--- src/rtl/spill_fifo_pkg.sv ---
// Shared types for the flushable spill FIFO: drop-counter width, its type and a saturating adder.
package spill_fifo_pkg;

  localparam int DropCntWidth = 16;

  typedef logic [DropCntWidth-1:0] drop_cnt_t;
  typedef logic [DropCntWidth:0]   drop_inc_t;

  function automatic drop_cnt_t drop_sat_add(input drop_cnt_t acc, input drop_inc_t inc);
    logic [DropCntWidth+1:0] sum;
    sum = {2'b00, acc} + {1'b0, inc};
    if (sum > {2'b00, {DropCntWidth{1'b1}}}) begin
      return {DropCntWidth{1'b1}};
    end
    return sum[DropCntWidth-1:0];
  endfunction

endpackage

--- src/rtl/spill_fifo_ptr_cnt.sv ---
// Circular-buffer pointer: advances on inc, wraps Depth-1 -> 0 (any Depth), clr wins over inc.
// One-cycle update latency; no flow control of its own.
module spill_fifo_ptr_cnt #(
  parameter int Depth = 2,
  localparam int PtrW = $clog2(Depth)
) (
  input  logic            clk,
  input  logic            rst_n,
  input  logic            inc,
  input  logic            clr,
  output logic [PtrW-1:0] ptr
);

  logic [PtrW-1:0] ptr_q;
  logic [PtrW-1:0] ptr_nxt;

  always_comb begin
    ptr_nxt = ptr_q;
    if (clr) begin
      ptr_nxt = '0;
    end else if (inc) begin
      ptr_nxt = (ptr_q == PtrW'(Depth - 1)) ? '0 : ptr_q + PtrW'(1);
    end
  end

  always_ff @(posedge clk or negedge rst_n) begin
    if (!rst_n) begin
      ptr_q <= '0;
    end else begin
      ptr_q <= ptr_nxt;
    end
  end

  assign ptr = ptr_q;

endmodule

--- src/rtl/spill_fifo_flushable.sv ---
// Registered-output FIFO with flush; 1-cycle latency, ready_o drops only when full. Bypass=1 makes it a wire.
// SPILL_FIFO_DROP_CNT_EN enables the flush drop counter; SPILL_FIFO_ASSERTS_OFF removes the protocol checks.
module spill_fifo_flushable
  import spill_fifo_pkg::*;
#(
  parameter int Width  = 8,
  parameter int Depth  = 2,
  parameter int Bypass = 0
) (
  input  logic                       clk_i,
  input  logic                       rst_ni,
  input  logic                       flush_i,
  input  logic                       valid_i,
  output logic                       ready_o,
  input  logic [Width-1:0]           data_i,
  output logic                       valid_o,
  input  logic                       ready_i,
  output logic [Width-1:0]           data_o,
  output logic [$clog2(Depth+1)-1:0] usage_o,
  output drop_cnt_t                  drop_cnt_o
);

  localparam int CntW = $clog2(Depth + 1);
  localparam int PtrW = $clog2(Depth);

  generate
    if (Bypass != 0) begin : g_bypass
      assign valid_o    = valid_i;
      assign ready_o    = ready_i;
      assign data_o     = data_i;
      assign usage_o    = '0;
      assign drop_cnt_o = '0;
    end else begin : g_fifo
      logic [Width-1:0] mem_q [Depth];
      logic [Width-1:0] last_q;
      logic [CntW-1:0]  usage_q;
      logic [PtrW-1:0]  rd_ptr;
      logic [PtrW-1:0]  wr_ptr;
      logic             push;
      logic             pop;

      // Flags come from the occupancy register only, so no input reaches an output.
      assign ready_o = (usage_q < CntW'(Depth));
      assign valid_o = (usage_q != '0);
      assign push    = valid_i && ready_o;
      assign pop     = valid_o && ready_i;

      spill_fifo_ptr_cnt #(.Depth(Depth)) u_rd_ptr (
        .clk   (clk_i),
        .rst_n (rst_ni),
        .inc   (pop),
        .clr   (flush_i),
        .ptr   (rd_ptr)
      );

      spill_fifo_ptr_cnt #(.Depth(Depth)) u_wr_ptr (
        .clk   (clk_i),
        .rst_n (rst_ni),
        .inc   (push),
        .clr   (flush_i),
        .ptr   (wr_ptr)
      );

      always_ff @(posedge clk_i or negedge rst_ni) begin
        if (!rst_ni) begin
          for (int i = 0; i < Depth; i++) begin
            mem_q[i] <= '0;
          end
        end else if (push && !flush_i) begin
          mem_q[wr_ptr] <= data_i;
        end
      end

      // Holds the most recently popped word so data_o stays stable while empty.
      always_ff @(posedge clk_i or negedge rst_ni) begin
        if (!rst_ni) begin
          last_q <= '0;
        end else if (pop) begin
          last_q <= mem_q[rd_ptr];
        end
      end

      always_ff @(posedge clk_i or negedge rst_ni) begin
        if (!rst_ni) begin
          usage_q <= '0;
        end else if (flush_i) begin
          usage_q <= '0;
        end else if (push && !pop) begin
          usage_q <= usage_q + CntW'(1);
        end else if (pop && !push) begin
          usage_q <= usage_q - CntW'(1);
        end
      end

      assign data_o  = valid_o ? mem_q[rd_ptr] : last_q;
      assign usage_o = usage_q;

`ifdef SPILL_FIFO_DROP_CNT_EN
      drop_cnt_t drop_q;
      drop_inc_t drop_inc;

      // Entries lost to a flush: what was held, minus the one leaving, plus the one refused.
      assign drop_inc = drop_inc_t'(usage_q) + drop_inc_t'(push) - drop_inc_t'(pop);

      always_ff @(posedge clk_i or negedge rst_ni) begin
        if (!rst_ni) begin
          drop_q <= '0;
        end else if (flush_i) begin
          drop_q <= drop_sat_add(drop_q, drop_inc);
        end
      end

      assign drop_cnt_o = drop_q;
`else
      assign drop_cnt_o = '0;
`endif

`ifndef SPILL_FIFO_ASSERTS_OFF
      a_flush_no_push : assert property (@(posedge clk_i) disable iff (!rst_ni)
        flush_i |-> !valid_i);
      a_full_no_push : assert property (@(posedge clk_i) disable iff (!rst_ni)
        (usage_q == CntW'(Depth)) |-> !push);
      a_usage_bound : assert property (@(posedge clk_i) disable iff (!rst_ni)
        usage_q <= CntW'(Depth));
`endif
    end
  endgenerate

endmodule

--- config.mk ---
export PLATFORM = sky130hd
export DESIGN_NAME = spill_fifo_flushable
export DESIGN_NICKNAME = d
export VERILOG_FILES = /design/src/rtl/spill_fifo_pkg.sv /design/src/rtl/spill_fifo_ptr_cnt.sv /design/src/rtl/spill_fifo_flushable.sv
export SDC_FILE = /design/constraint.sdc
export NUM_CORES = 1
export LEC_CHECK = 0
export BUFFER_PORTS_ARGS = -buffer_cell sky130_fd_sc_hd__buf_4
export CAP_MARGIN = 40
export CORE_MARGIN = 4
export CORE_UTILIZATION = 45
export DETAILED_ROUTE_END_ITERATION = 10
export PLACE_DENSITY_LB_ADDON = 0.12
export SYNTH_ARGS = -nofsm -noshare
export SYNTH_HDL_FRONTEND = slang
export SYNTH_SLANG_ARGS = --single-unit
--- constraint.sdc ---
create_clock -name clk_i -period 1.4 [get_ports clk_i]
set_clock_uncertainty 0.05 [all_clocks]
set_input_delay 0.28 -clock clk_i [delete_from_list [all_inputs] [get_ports clk_i]]
set_output_delay 0.28 -clock clk_i [all_outputs]
set_load 0.02 [all_outputs]
# After elaboration in Yosys (flattened, before gate mapping)
# Index checks and enable logic that the tools add are counted.
dict set report op_classes {
  add_sub_neg 4
  n_lt_le_gt_ge 4
  n_mux 16
  bitwise 2
  n_reduce_logical 13
}
# operator n
set ops {}
lappend ops {{$mux W8} 5}
lappend ops {{$bwmux W16} 1}
lappend ops {{$demux W8 S1} 1}
lappend ops {{$logic_and A1 B1 Y1} 6}
lappend ops {{$mux W1} 6}
lappend ops {{$mux W2} 3}
lappend ops {{$reduce_bool A2 Y1} 3}
lappend ops {{$ge A2 B2 Y1 const B} 2}
lappend ops {{$not A1 Y2} 2}
lappend ops {{$logic_not A1 Y1} 3}
lappend ops {{$reduce_bool A3 Y1} 1}
lappend ops {{$add A1 B1 Y1 const B} 2}
lappend ops {{$add A2 B1 Y2 const B} 1}
lappend ops {{$lt A2 B1 Y1 const B} 1}
lappend ops {{$lt A2 B2 Y1 const B} 1}
lappend ops {{$sub A2 B1 Y2 const B} 1}
dict set report word_totals {
  register_bits 28
  input_bits 13
  elab_cells 45
}

# Depth between registers and ports, before layout
dict set report depth {
  word_depth 7
  mapped_depth 5
  mapped_depth_nobuf 3
}

# Modules after synthesis
# A second synthesis with hierarchy kept.
dict set report unflattened {
  cells_unflattened 125
  hier_area_um2 1386.3
}
# module n_inst cells_each area_each_um2 seq_area_each_um2
set by_module_without_submodules {}
lappend by_module_without_submodules {spill_fifo_flushable 1 119 1311.3 650.6}
lappend by_module_without_submodules {spill_fifo_ptr_cnt 2 3 37.5 25.0}

# Worst setup path after synthesis
# OpenSTA, ideal clock, no wires.
dict set report synth_path {
  path_type {register -> output}
  start {register g_fifo.usage_q[1], in the netlist usage_o[1]}
  end {output data_o[0]}
  arrival_time_ns 1.512
  required_time_ns 1.070
  setup_slack_ns -0.442
  stages_incl_launch_ff 5
  cell_sequence {dfrtp_1 or2_2 buf_2 buf_2 a21oi_1}
}
dict set report synth_via {
  elab_chain_cells 2
}
# element line
set synth_rtl {}
lappend synth_rtl {{start: declaration} spill_fifo_flushable.sv:36} ;# logic [CntW-1:0] usage_q;
lappend synth_rtl {{start signal: assignment} spill_fifo_flushable.sv:89} ;# usage_q <= usage_q + CntW'(1);
lappend synth_rtl {{start signal: assignment} spill_fifo_flushable.sv:91} ;# usage_q <= usage_q - CntW'(1);
lappend synth_rtl {{$reduce_bool A2 Y1} spill_fifo_flushable.sv:44} ;# assign valid_o = (usage_q != '0);
lappend synth_rtl {{via valid_o} spill_fifo_flushable.sv:16} ;# output logic valid_o,
lappend synth_rtl {{$mux W8} spill_fifo_flushable.sv:95} ;# assign data_o = valid_o ? mem_q[rd_ptr] : last_q;
lappend synth_rtl {{end: declaration} spill_fifo_flushable.sv:18} ;# output logic [Width-1:0] data_o,
# The timed path passes the listed nets, and every way through them passes these cells.

# Final worst setup path
dict set report layout_path {
  start {register g_fifo.usage_q[0], in the netlist usage_o[0]}
  end {output data_o[7]}
}
dict set report layout_via {
  elab_chain_cells 2
}
# element line
set layout_rtl {}
lappend layout_rtl {{$reduce_bool A2 Y1} spill_fifo_flushable.sv:44}
lappend layout_rtl {{$mux W8} spill_fifo_flushable.sv:95}
# Every way passes these cells.

==> impl_metrics.ini <==
[sta]
fin_ws_ns = -0.418
hold_ws_ns = 0.0982
finalCriticalPeriod_ns = 1.82
finalSetupViolCount = 30
fmax_mhz = 550
rsz0062_at_grt = true
post-route-period-util_pct = 130
fin_tns_setup_ns = -6.98
drv_slew = 0
timing.final.hold_violations = 0

[layout]
synthToLayoutAreaGrowth_pct = 55.5
final_layout_size_suffix_gt1_share_pct = 59.5
design_area_sq_mm = 0.00216
seq_area_sq_um = 703
fin_cells = 204
final_core_util_pct = 75.6
antenna_cells = 0
nets = 187
fillers = 193
multiInputGateArea_sq_um = 863

[synthesis]
synth_xor_area_share_pct = 1.26
synth_most_common_cell = dfrtp_1
synth-async-reset-ratio_pct = 100
yosys.cell_types.count = 21
synthFlopType = dfrtp_1
synth_commonest_cells = 28 x dfrtp_1, 17 x mux2_2, 16 x buf_4
synth_area_leader_cell = dfrtp_1
ys_ff_latch = 28
yosys-top-cells-area = dfrtp_1 51%, mux2_2 14%, buf_4 8.7%
synth_edf_count = 0
synth_simple_gate_area_share_pct = 10.5
synth_mux_area_share_pct = 19.6
synthCells = 124
syn_area_sq_mm = 0.00139
synth.yosys.warnings = 0
synth_top_family_by_area = multiplexers
synth_top_area_share_pct = 50.5
seq_area_frac_synth_pct = 50.5
synth-compound-area-share_pct = 7.22
synth_adder_area_share_pct = 0
synth.avg_cell_area_sq_um = 11.2

[die]
core_area_sq_mm = 0.00285
ioPinCount = 41
num_rows = 19
fp.dieArea_sq_mm = 0.00403
dieHeight_um = 63.5
initial_core_util_pct = 48.6
fp.dieW_um = 63.5

[drt]
drt-wirelength-per-cell_um = 17.2
drt_wl_total_mm = 3.52
ant_nets = 0
dr_total_vias = 1045
first_pass_iters = 4
dr.first_iter.drc_count = 32
via_per_inst = 5.12
drc = 0

[placement]
dp.cells = 189
dp_hpwl_mm = 2.04
dp_slack_ns = -0.137
gp_congestion = 0.751
placement.io_buffers = 24
placed_cell_area_sq_mm = 0.00177

[critical_path]
rrSetupSlack_ns = -0.27
crit_path_end_kind = output port
critPathMaxStageDelay_ns = 0.46
required_ns = 1.07
path_delay_family = flip-flops
crit_top_cell = buf_6
cp_num_buf_inv = 2
cp_cell_sequence = or2_4 > buf_6 > a21oi_4 > buf_6
path_max_fanout = 4
worstReg2RegStart = usage_o[1]
r2r-end = g_fifo.mem_q[2]
cp-start-kind = flop
slowest_stage = dfrtp_2
ff2ff_path_depth = 5
worst-setup-path-type = flop to output port
critical_path_arrival_ns = 1.49

[worst_hold_path]
hold_path.class = primary input to flop
min_path_cells = 2
hp-start = flush_i
hold_end = usage_o[0]

[run]
maxCapViolCount = 0

[clock_tree]
htree_num_levels = 1
cts_buffers = 3
clock-sinks = 28
ctsLongestPathBuffers = 2
cts_root_buffer = clkbuf_4
cts_tree = built
clk_latency_ns = 0.33
path_clk_slew_ns = 0.16

[global_route]
grt_max_degree = 29
grtUsageTotal_pct = 17.2
antenna_found_initial = 0
overflow = 0
grt_pass1_wl_mm = 5.43
grt_pass1_vias = 1109

[outcome]
violations = setup timing
status = finished, violations left

[power]
power_density_mw_per_mm2 = 1370
p_leak_nw = 0.973
irDropWorstVdd_mv = 0.843
fin_total_pwr_mw = 2.95
-- power by group --
part / switching (mW) / total (mW) / internal (mW)
Combinational: 0.542 / 1.20 / 0.654
Clock: 0.263 / 0.552 / 0.289
Sequential: 0.187 / 1.21 / 1.02
Total: 0.991 / 2.95 / 1.96
-- worst max-delay path by stage --
stage,from,endpoint,cells past startpoint
6_report,usage_o[0],data_o[7],4
5_1_grt,g_fifo.u_rd_ptr.ptr,data_o[1],5
4_1_cts,usage_o[1],data_o[4],4
3_5_place_dp,usage_o[1],data_o[6],4
3_3_place_gp,usage_o[0],data_o[6],4
2_1_floorplan,usage_o[0],data_o[0],4
-- cells in the final DEF, fill, tap and decap left out, types with 4 or more instances in the layout --
master    n
a21oi_4   8
buf_4    21
buf_6    25
conb_1   16
dfrtp_1  26
mux2_2    4
mux2_4   13
mux2i_4   4
nand2_1   9
nor2_2    5
o21ai_0   9
-- layout make-up --
| cell class | count | area share, % |
|---|---|---|
| clock buffers | 3 | 1.04 |
| clock inverters | 1 | 1.39 |
| inverters | 1 | 0.174 |
| multi-input cells | 91 | 40.0 |
| flip-flops and latches | 28 | 32.6 |
| well taps | 31 | 1.80 |
| repair buffers | 49 | 22.9 |
-- sequential cells by signal, summed over array words and instances, names as in the netlist --
signal and flops:
g_fifo.mem_q 16, g_fifo.last_q 8, usage_o 2, g_fifo.u_rd_ptr.ptr 1, g_fifo.u_wr_ptr.ptr 1
-- what timing repair did --
item / in CTS / in global routing
endpoints found under the setup margin: 22 / 37
buffers inserted: 8 / 2
gates cloned: 2 / 1
hold buffers: 1 / 0
pin swaps: 3 / 6
endpoints found under the hold margin: 28 / 0
resized for setup: 40 / 19
-- cells by family after synthesis --
| family | count (synthesis) |
|---|---|
| XOR/XNOR | 2 |
| AND/OR/NAND/NOR | 26 |
| AO/OA/AOI/OAI | 20 |
| flip-flops | 28 |
| other | 1 |
| buffers and inverters | 22 |
| multiplexers | 25 |
-- layer usage --
layer | wire, um | vias up | part of all wire (%) | GRT usage (%)
met2 | 1800 | 37 | 51 | 30.5
met3 | 198 | 2 | 5.6 | 2.66
met4 | 19 | 0 | 0.54 | 3.23
li1 | - | 484 | - | -
met1 | 1500 | 522 | 43 | 22.2
met5 | 0 | - | 0 | 0
Power figures use the tool's default switching activity.
